## src/rtl/chnl_slave_node.sv

```systemverilog
// Per-channel show-ahead ingress FIFO; head word, ID and length are visible the cycle after a push or pop.
// Accepts a word when enabled and not full; raises req only once a whole packet is buffered.
module chnl_slave_node #(
  parameter int DEPTH = 32,
  parameter int AW    = $clog2(DEPTH)
) (
  input  logic          clk_i,
  input  logic          rst_n_i,
  input  logic          slv_en_i,
  input  logic [7:0]    slv_id_i,
  input  logic [2:0]    len_cfg_i,
  input  logic          chnl_vld_i,
  input  logic [31:0]   chnl_data_i,
  output logic          chnl_rdy_o,
  input  logic          fetch_i,
  output logic [31:0]   data_o,
  output logic [7:0]    id_o,
  output logic [7:0]    len_o,
  output logic          req_o,
  output logic [AW:0]   margin_o
);

  typedef enum logic {IDLE, IN_PKT} state_t;

  logic [31:0]   r_mem [DEPTH];
  logic [AW-1:0] r_wr_ptr;
  logic [AW-1:0] r_rd_ptr;
  logic [AW:0]   r_count;
  state_t        r_state;
  state_t        w_state_nxt;
  logic [5:0]    r_pop_cnt;
  logic [5:0]    w_pop_cnt_nxt;
  logic [5:0]    r_len_q;
  logic [5:0]    w_len_q_nxt;

  logic          w_full;
  logic          w_empty;
  logic          w_push;
  logic          w_pop;
  logic [5:0]    w_pkt_words;

  assign w_full  = (r_count == (AW+1)'(DEPTH));
  assign w_empty = (r_count == '0);
  assign w_push  = chnl_vld_i && chnl_rdy_o;
  assign w_pop   = fetch_i && !w_empty;

  always_comb begin
    w_pkt_words = 6'd32;
    case (len_cfg_i)
      3'd0:    w_pkt_words = 6'd4;
      3'd1:    w_pkt_words = 6'd8;
      3'd2:    w_pkt_words = 6'd16;
      default: w_pkt_words = 6'd32;
    endcase
  end

  assign chnl_rdy_o = slv_en_i && !w_full;
  assign data_o     = w_empty ? 32'h0 : r_mem[r_rd_ptr];
  assign id_o       = slv_id_i;
  assign margin_o   = (AW+1)'(DEPTH) - r_count;

  // Storage array is deliberately left out of reset.
  always_ff @(posedge clk_i) begin
    if (w_push) r_mem[r_wr_ptr] <= chnl_data_i;
  end

  always_ff @(posedge clk_i or negedge rst_n_i) begin
    if (!rst_n_i) begin
      r_wr_ptr <= '0;
      r_rd_ptr <= '0;
      r_count  <= '0;
    end else begin
      if (w_push) r_wr_ptr <= r_wr_ptr + 1'b1;
      if (w_pop)  r_rd_ptr <= r_rd_ptr + 1'b1;
      case ({w_push, w_pop})
        2'b10:   r_count <= r_count + 1'b1;
        2'b01:   r_count <= r_count - 1'b1;
        default: r_count <= r_count;
      endcase
    end
  end

  always_ff @(posedge clk_i or negedge rst_n_i) begin
    if (!rst_n_i) begin
      r_state   <= IDLE;
      r_pop_cnt <= '0;
      r_len_q   <= '0;
    end else begin
      r_state   <= w_state_nxt;
      r_pop_cnt <= w_pop_cnt_nxt;
      r_len_q   <= w_len_q_nxt;
    end
  end

  always_comb begin
    w_state_nxt   = r_state;
    w_pop_cnt_nxt = r_pop_cnt;
    w_len_q_nxt   = r_len_q;
    req_o         = 1'b0;
    len_o         = 8'(w_pkt_words) - 8'd1;
    case (r_state)
      IDLE: begin
        req_o = slv_en_i && (int'(r_count) >= int'(w_pkt_words));
        // An out-of-step pop still opens a packet so the formatter stays aligned.
        if (w_pop) begin
          w_state_nxt   = IN_PKT;
          w_pop_cnt_nxt = 6'd1;
          w_len_q_nxt   = w_pkt_words;
        end
      end
      IN_PKT: begin
        req_o = !w_empty;
        len_o = 8'(r_len_q) - 8'd1;
        if (w_pop) begin
          if (r_pop_cnt + 6'd1 == r_len_q) begin
            w_state_nxt   = IDLE;
            w_pop_cnt_nxt = 6'd0;
          end else begin
            w_pop_cnt_nxt = r_pop_cnt + 6'd1;
          end
        end
      end
      default: w_state_nxt = IDLE;
    endcase
  end

endmodule

```

## config.mk

```make
export PLATFORM = sky130hd
export DESIGN_NAME = chnl_slave_node
export DESIGN_NICKNAME = d
export VERILOG_FILES = /design/src/rtl/chnl_slave_node.sv
export SDC_FILE = /design/constraint.sdc
export NUM_CORES = 1
export LEC_CHECK = 0
export CAP_MARGIN = 10
export CORE_ASPECT_RATIO = 0.7
export CORE_MARGIN = 2
export CORE_UTILIZATION = 55
export DETAILED_ROUTE_END_ITERATION = 10
export DONT_BUFFER_PORTS = 1
export GPL_TIMING_DRIVEN = 0
export PLACE_DENSITY = 0.78
export SYNTH_ARGS = -nofsm -noshare
export SYNTH_HDL_FRONTEND = slang
export SYNTH_SLANG_ARGS = --single-unit
```

## constraint.sdc

```tcl
create_clock -name clk_i -period 3.5 [get_ports clk_i]
set_input_delay 0.875 -clock clk_i [delete_from_list [all_inputs] [get_ports clk_i]]
set_output_delay 0.875 -clock clk_i [all_outputs]
set_load 0.02 [all_outputs]
```

* Word level (Yosys, flattened, before mapping)
Memory sizes are Yosys's and may differ from the RTL's.
Index checks and enable logic that the tools add are counted.
** Storage, ports and cells
- Bits in registers :: 29
- Latch bits :: 0
- Memory bits (writable) :: 1024
- ROM bits :: 0
- Input bits :: 48
- Output and inout bits :: 56
- Logic and storage cells :: 51
- Memories kept :: 1
** Operators by class
- Add/subtract/negate cells :: 8
- Multipliers :: 0
- Divide/modulo/power cells :: 0
- Order comparisons :: 1
- Equality and inequality tests :: 8
- Shift operators :: 0
- Mux-type cells :: 15
- Bitwise operators :: 1
- Reductions and logical operators :: 11
** Memories
- r_mem :: words 32, width 32, read ports 1, clocked after Yosys merged registers in 0, wr ports 1, RTL line 25 : logic [31:0] r_mem [DEPTH];
** Operators with widths (number)
- $mux W32 :: 1
- $pmux W6 S2 :: 2
- $mux W6 :: 3
- $pmux W6 S3 :: 1
- $sub A6 B1 Y7 const B :: 2
- $add A6 B1 Y6 const B :: 2
- $add A5 B1 Y5 const B :: 2
- $mux W8 :: 1
- $eq A6 B6 Y1 :: 1
- $eq A6 B6 Y1 const B :: 1
- $ge A6 B6 Y1 :: 1
- $logic_not A6 Y1 :: 1
- $sub A6 B1 Y6 const B :: 1
- $sub A6 B6 Y6 const A :: 1
- $mux W1 :: 5
- $logic_and A1 B1 Y1 :: 4
- $pmux W1 S2 :: 2
- $reduce_and A2 Y1 :: 2
- $eq A3 B1 Y1 const B :: 1
- $eq A3 B2 Y1 const B :: 1
- $logic_not A3 Y1 :: 1
- $eq A2 B1 Y1 const B :: 1
- $eq A2 B2 Y1 const B :: 1
- $logic_not A1 Y1 :: 2
- other kinds (4) :: 4

* Logic depth before layout (Yosys ltp)
- Depth in word-level cells :: 6
- Gate-level depth with buffers :: 16
- Depth with buffers taken out :: 13

* Least setup slack after synthesis
OpenSTA, ideal clock, no wires.
- Path kind :: register to register
- From :: register r_count[1]
- To :: memory r_mem[31][0] (enable)
- Arrival :: 2.953 ns
- Setup slack :: 0.126 ns
- Stages on the path, launching flop included :: 10
- Clock period less this slack :: 3.374 ns
- Cell sequence :: dfrtp_1 clkbuf_1 inv_1 ha_1 or4b_4 o211a_1 buf_6 nand2_1 buf_4 nor2_1
** On the way
- Cells in the longest elaborated chain, start to end :: 6
** RTL lines
- from (decl) :: RTL line 28 : logic [AW:0] r_count;
- from (signal assigned) :: RTL line 76 : 2'b10: r_count <= r_count + 1'b1;
- from (signal assigned) :: RTL line 77 : 2'b01: r_count <= r_count - 1'b1;
- from (signal assigned) :: RTL line 78 : default: r_count <= r_count;
- $eq A6 B6 Y1 :: RTL line 42 : assign w_full = (r_count == (AW+1)'(DEPTH));
- $logic_not A1 Y1 :: RTL line 57 : assign chnl_rdy_o = slv_en_i && !w_full;
- $logic_and A1 B1 Y1 :: RTL line 57
- $logic_and A1 B1 Y1 :: RTL line 44 : assign w_push = chnl_vld_i && chnl_rdy_o;
- $mux W1 :: RTL line 64 : if (w_push) r_mem[r_wr_ptr] <= chnl_data_i;
- $mux W1 (not written as such) :: RTL line 64
- to (decl) :: RTL line 25
Every way passes these cells.

* Final worst setup path
- From :: register r_rd_ptr[0]
- To :: output data_o[19]
** On the way
- Cells in the longest elaborated chain, start to end :: 2
** RTL lines
- from (decl) :: RTL line 27 : logic [AW-1:0] r_rd_ptr;
- from (signal assigned) :: RTL line 74 : if (w_pop) r_rd_ptr <= r_rd_ptr + 1'b1;
- $mem_v2 Z32 W32
- $mux W32 :: RTL line 58 : assign data_o = w_empty ? 32'h0 : r_mem[r_rd_ptr];
- to (decl) :: RTL line 16 : output logic [31:0] data_o,
Every way passes these cells.

==> flow_summary.toml <==
[run]
cap_violations = 0

[floorplan]
die_width_um = 330
chipHeight_um = 232
pin_count = 104
core_um2 = 73500
initial_core_util = 0.557
placementRows = 83
die_area_um2 = 76600

[critical_path]
cp_max_fo = 7
r2r_setup_slack_ns = 0.14
r2r_cells = 9
critPathKind = "flip-flop to output pin"
cpMostUsedCell = "buf_12"
endpoint_kind = "output pin"
slowest_stage = "mux4_2"
crit_arrival_ns = 2.96
rr_startpoint = "r_count[1]"
critPathRequiredTime_ns = 2.62
start_kind = "flip-flop"
max_stage_delay_ns = 0.51
reg2reg_to = "r_mem[26][24]"
path_cells = "buf_6 > buf_12 > buf_12 > mux4_2 > a22oi_2 > nand2_2 > and3_4"

[drt]
top_layer = "met5"
wl_met1_um = 40000
drc = 0
first_pass_iters = 6
ant_nets = 0
wl_per_cell_um = 33.7
via_count = 22000
totalWireLength_um = 109000
wl_met2_um = 50400
dr_wl_met3_um = 15500
vias_per_cell = 6.80
drtIter0Drc = 3450

[final_layout]
multi_input_area_um2 = 9670
stdcell_area_um2 = 48100
area_growth_pct = 17.4
fin_util = 0.654
regArea_um2 = 31400
instances_no_fill = 3241
n_fill_cell = 4412
fin_nets = 2252
drive_gt1_frac = 0.310

[logic_synthesis]
avgSynthCellArea_um2 = 20.4
netlist_area_um2 = 40900
ys_ff_latch = 1051
synth_edf_count = 1024
yosysTopAreaCell = "edfxtp_1"
ys_warn_count = 0
postSynthCellCount = 2005
synth_ff_type = "edfxtp_1"
ys_seq_area_frac = 0.768
async_flop_share = 0.0257
synth_top_area_frac = 0.751
synth_cell_types = 54
yosys-top-cells-area = "edfxtp_1 (75%), mux4_2 (11%), mux2i_1 (3.2%)"

[global_route]
grt_pass1_wl_um = 154000
grtUsageTotal = 0.286
gr-total-overflow = 0
antenna_found_initial = 8
grt_max_degree = 33
grt_pass1_vias = 21900

[timing]
period_share = 1.09
worst_slew_pin_slew_ns = 0.863
finalSetupViolCount = 32
rsz0062_at_grt = "true"
finClkSkew_ns = 0.0408
finalCriticalPeriod_ns = 3.83
slew_headroom = 0.423
hold_ws_ns = 0.285
slew_viol_final = 0
worst_slack_ns = -0.331
final-hold-violation-count = 0
fmax_mhz = 261

[place]
place_congestion = 0.840
dp_slack_ns = -0.436
dpl.cell_count = 3015
dpl.hpwl_um = 66500
place_area_um2 = 43100
port_buffers = 0

[hold_path]
holdPathStages = 0
holdCritStartpoint = "chnl_data_i[28]"
min_path_type = "input pin to flip-flop"
holdPathEnd = "r_mem[23][28]"

[pwr]
power_density_nw_per_um2 = 816
ir_drop_v = 0.000644
power.leakage_nw = 15.5

[status]
status = "complete, but fails checks"
violations = "negative setup slack"

[cts]
cts_tree = "yes"
numCtsBuffers = 93
htree_levels = 3
insertion_delay_ns = 0.69
cts_sinks = 1051
clockBufferDepth = 3
clk_pin_slew_ns = 0.07
cts_root_buffer = "clkbuf_16"
==> per-stage QoR <==
step	TNS (ns)	total power, mW
after CTS	-4.59	38.3
after floorplan	0	22.2
after global placement	-1426.51	25.4
after detailed placement	-6.98	25.9
after global routing	-8.45	40.2
final	-7.24	39.2
==> logic make-up after synthesis <==
logic type / share of synthesized area
compound gates: 0.0406
flops: 0.768
buf+inv: 0.0191
xor+xnor: 0.00535
simple gates: 0.0240
fa+ha+maj: 0.00459
mux: 0.138
other cells: 0.0000916
==> state kept, by name, summed over array words and instances (netlist names) <==
signal and count:
r_mem 1024, r_len_q 4, r_pop_cnt 6, r_state 1, r_rd_ptr 5, r_count 6
r_wr_ptr 5
==> area by class of cell <==
| cell class | instances | area share |
|---|---|---|
| Sequential cell | 1051 | 0.654 |
| Inverter | 12 | 0.000963 |
| Antenna cell | 1 | 0.0000521 |
| Multi-Input combinational cell | 815 | 0.201 |
| Clock inverter | 51 | 0.0100 |
| Timing Repair Buffer | 89 | 0.0304 |
| Buffer | 127 | 0.0262 |
| Tap cell | 977 | 0.0254 |
| Clock buffer | 118 | 0.0517 |
==> synthesized netlist by cell type (32+ instances only) <==
library cell and n:
a21oi_1 44, nand2_1 88, o22ai_1 32, a211oi_1 33, nor2_1 47, clkbuf_1 57, mux4_2 192, and3_1 33
a22oi_1 64, o221ai_1 32, edfxtp_1 1024, mux2i_1 131
==> worst max-delay path by stage <==
stage                               end  slack (ns)  cells past startpoint         from
after floorplan            r_mem[31][0]        0.13                      9   r_count[1]
after global placement    r_mem[21][12]       -1.63                      8   r_count[1]
after detailed placement     data_o[18]       -0.44                      7  r_rd_ptr[1]
after CTS                    data_o[19]       -0.25                      7  r_rd_ptr[0]
after global routing         data_o[20]       -0.36                      9  r_rd_ptr[0]
final                        data_o[19]       -0.33                      7  r_rd_ptr[0]
==> critical path, delay by kind of cell (launching register included) <==
kind                   cells  cell delay (ns)
multiplexers               1             0.51
AO/OA/AOI/OAI              1             0.51
buffers and inverters      3             0.47
AND/OR/NAND/NOR            2             0.41
flip-flops                 1             0.39
==> layer usage <==
| metal | global-route usage | vias up |
|---|---|---|
| met5 | 0 | - |
| met4 | 0.0912 | 2 |
| met3 | 0.0934 | 251 |
| met2 | 0.432 | 1753 |
| met1 | 0.401 | 11400 |
| li1 | - | 8650 |
==> report_power, final <==
part	switching (mW)	leakage (nW)	internal [mW]	total [mW]
Sequential	0.228	9.53	14.3	14.5
Combinational	8.34	4.54	6.13	14.5
Clock	4.56	1.45	5.69	10.2
==> layout by cell type (no fill, tap or decap), drive strengths merged, types with 2 or more instances in the layout <==
cell type,instances
a21oi,44
edfxtp,1024
bufinv,9
inv,14
and3,33
nor2b,7
mux2i,131
buf,155
ha,15
xor2,8
nand4,4
a211oi,33
dfrtp,27
o22ai,32
clkbuf,177
mux4,192
xnor2,17
a21boi,4
clkinvlp,2
nand2,88
nor3,6
nand3b,3
o221ai,32
mux2,2
o31ai,4
conb,2
nand3,6
clkinv,38
a22oi,64
a32oi,2
o21ai,19
nor2,47
nor3b,3
==> repair_timing <==
item,4_1_cts,5_1_grt
gates cloned,7,3
hold buffers,2,0
resized for setup,347,34
setup buffers,21,26
pin swaps,43,34
endpoints found under the hold margin,27,0
setup endpoints to repair,35,36
Note: power is estimated with default switching activity, not from simulation.
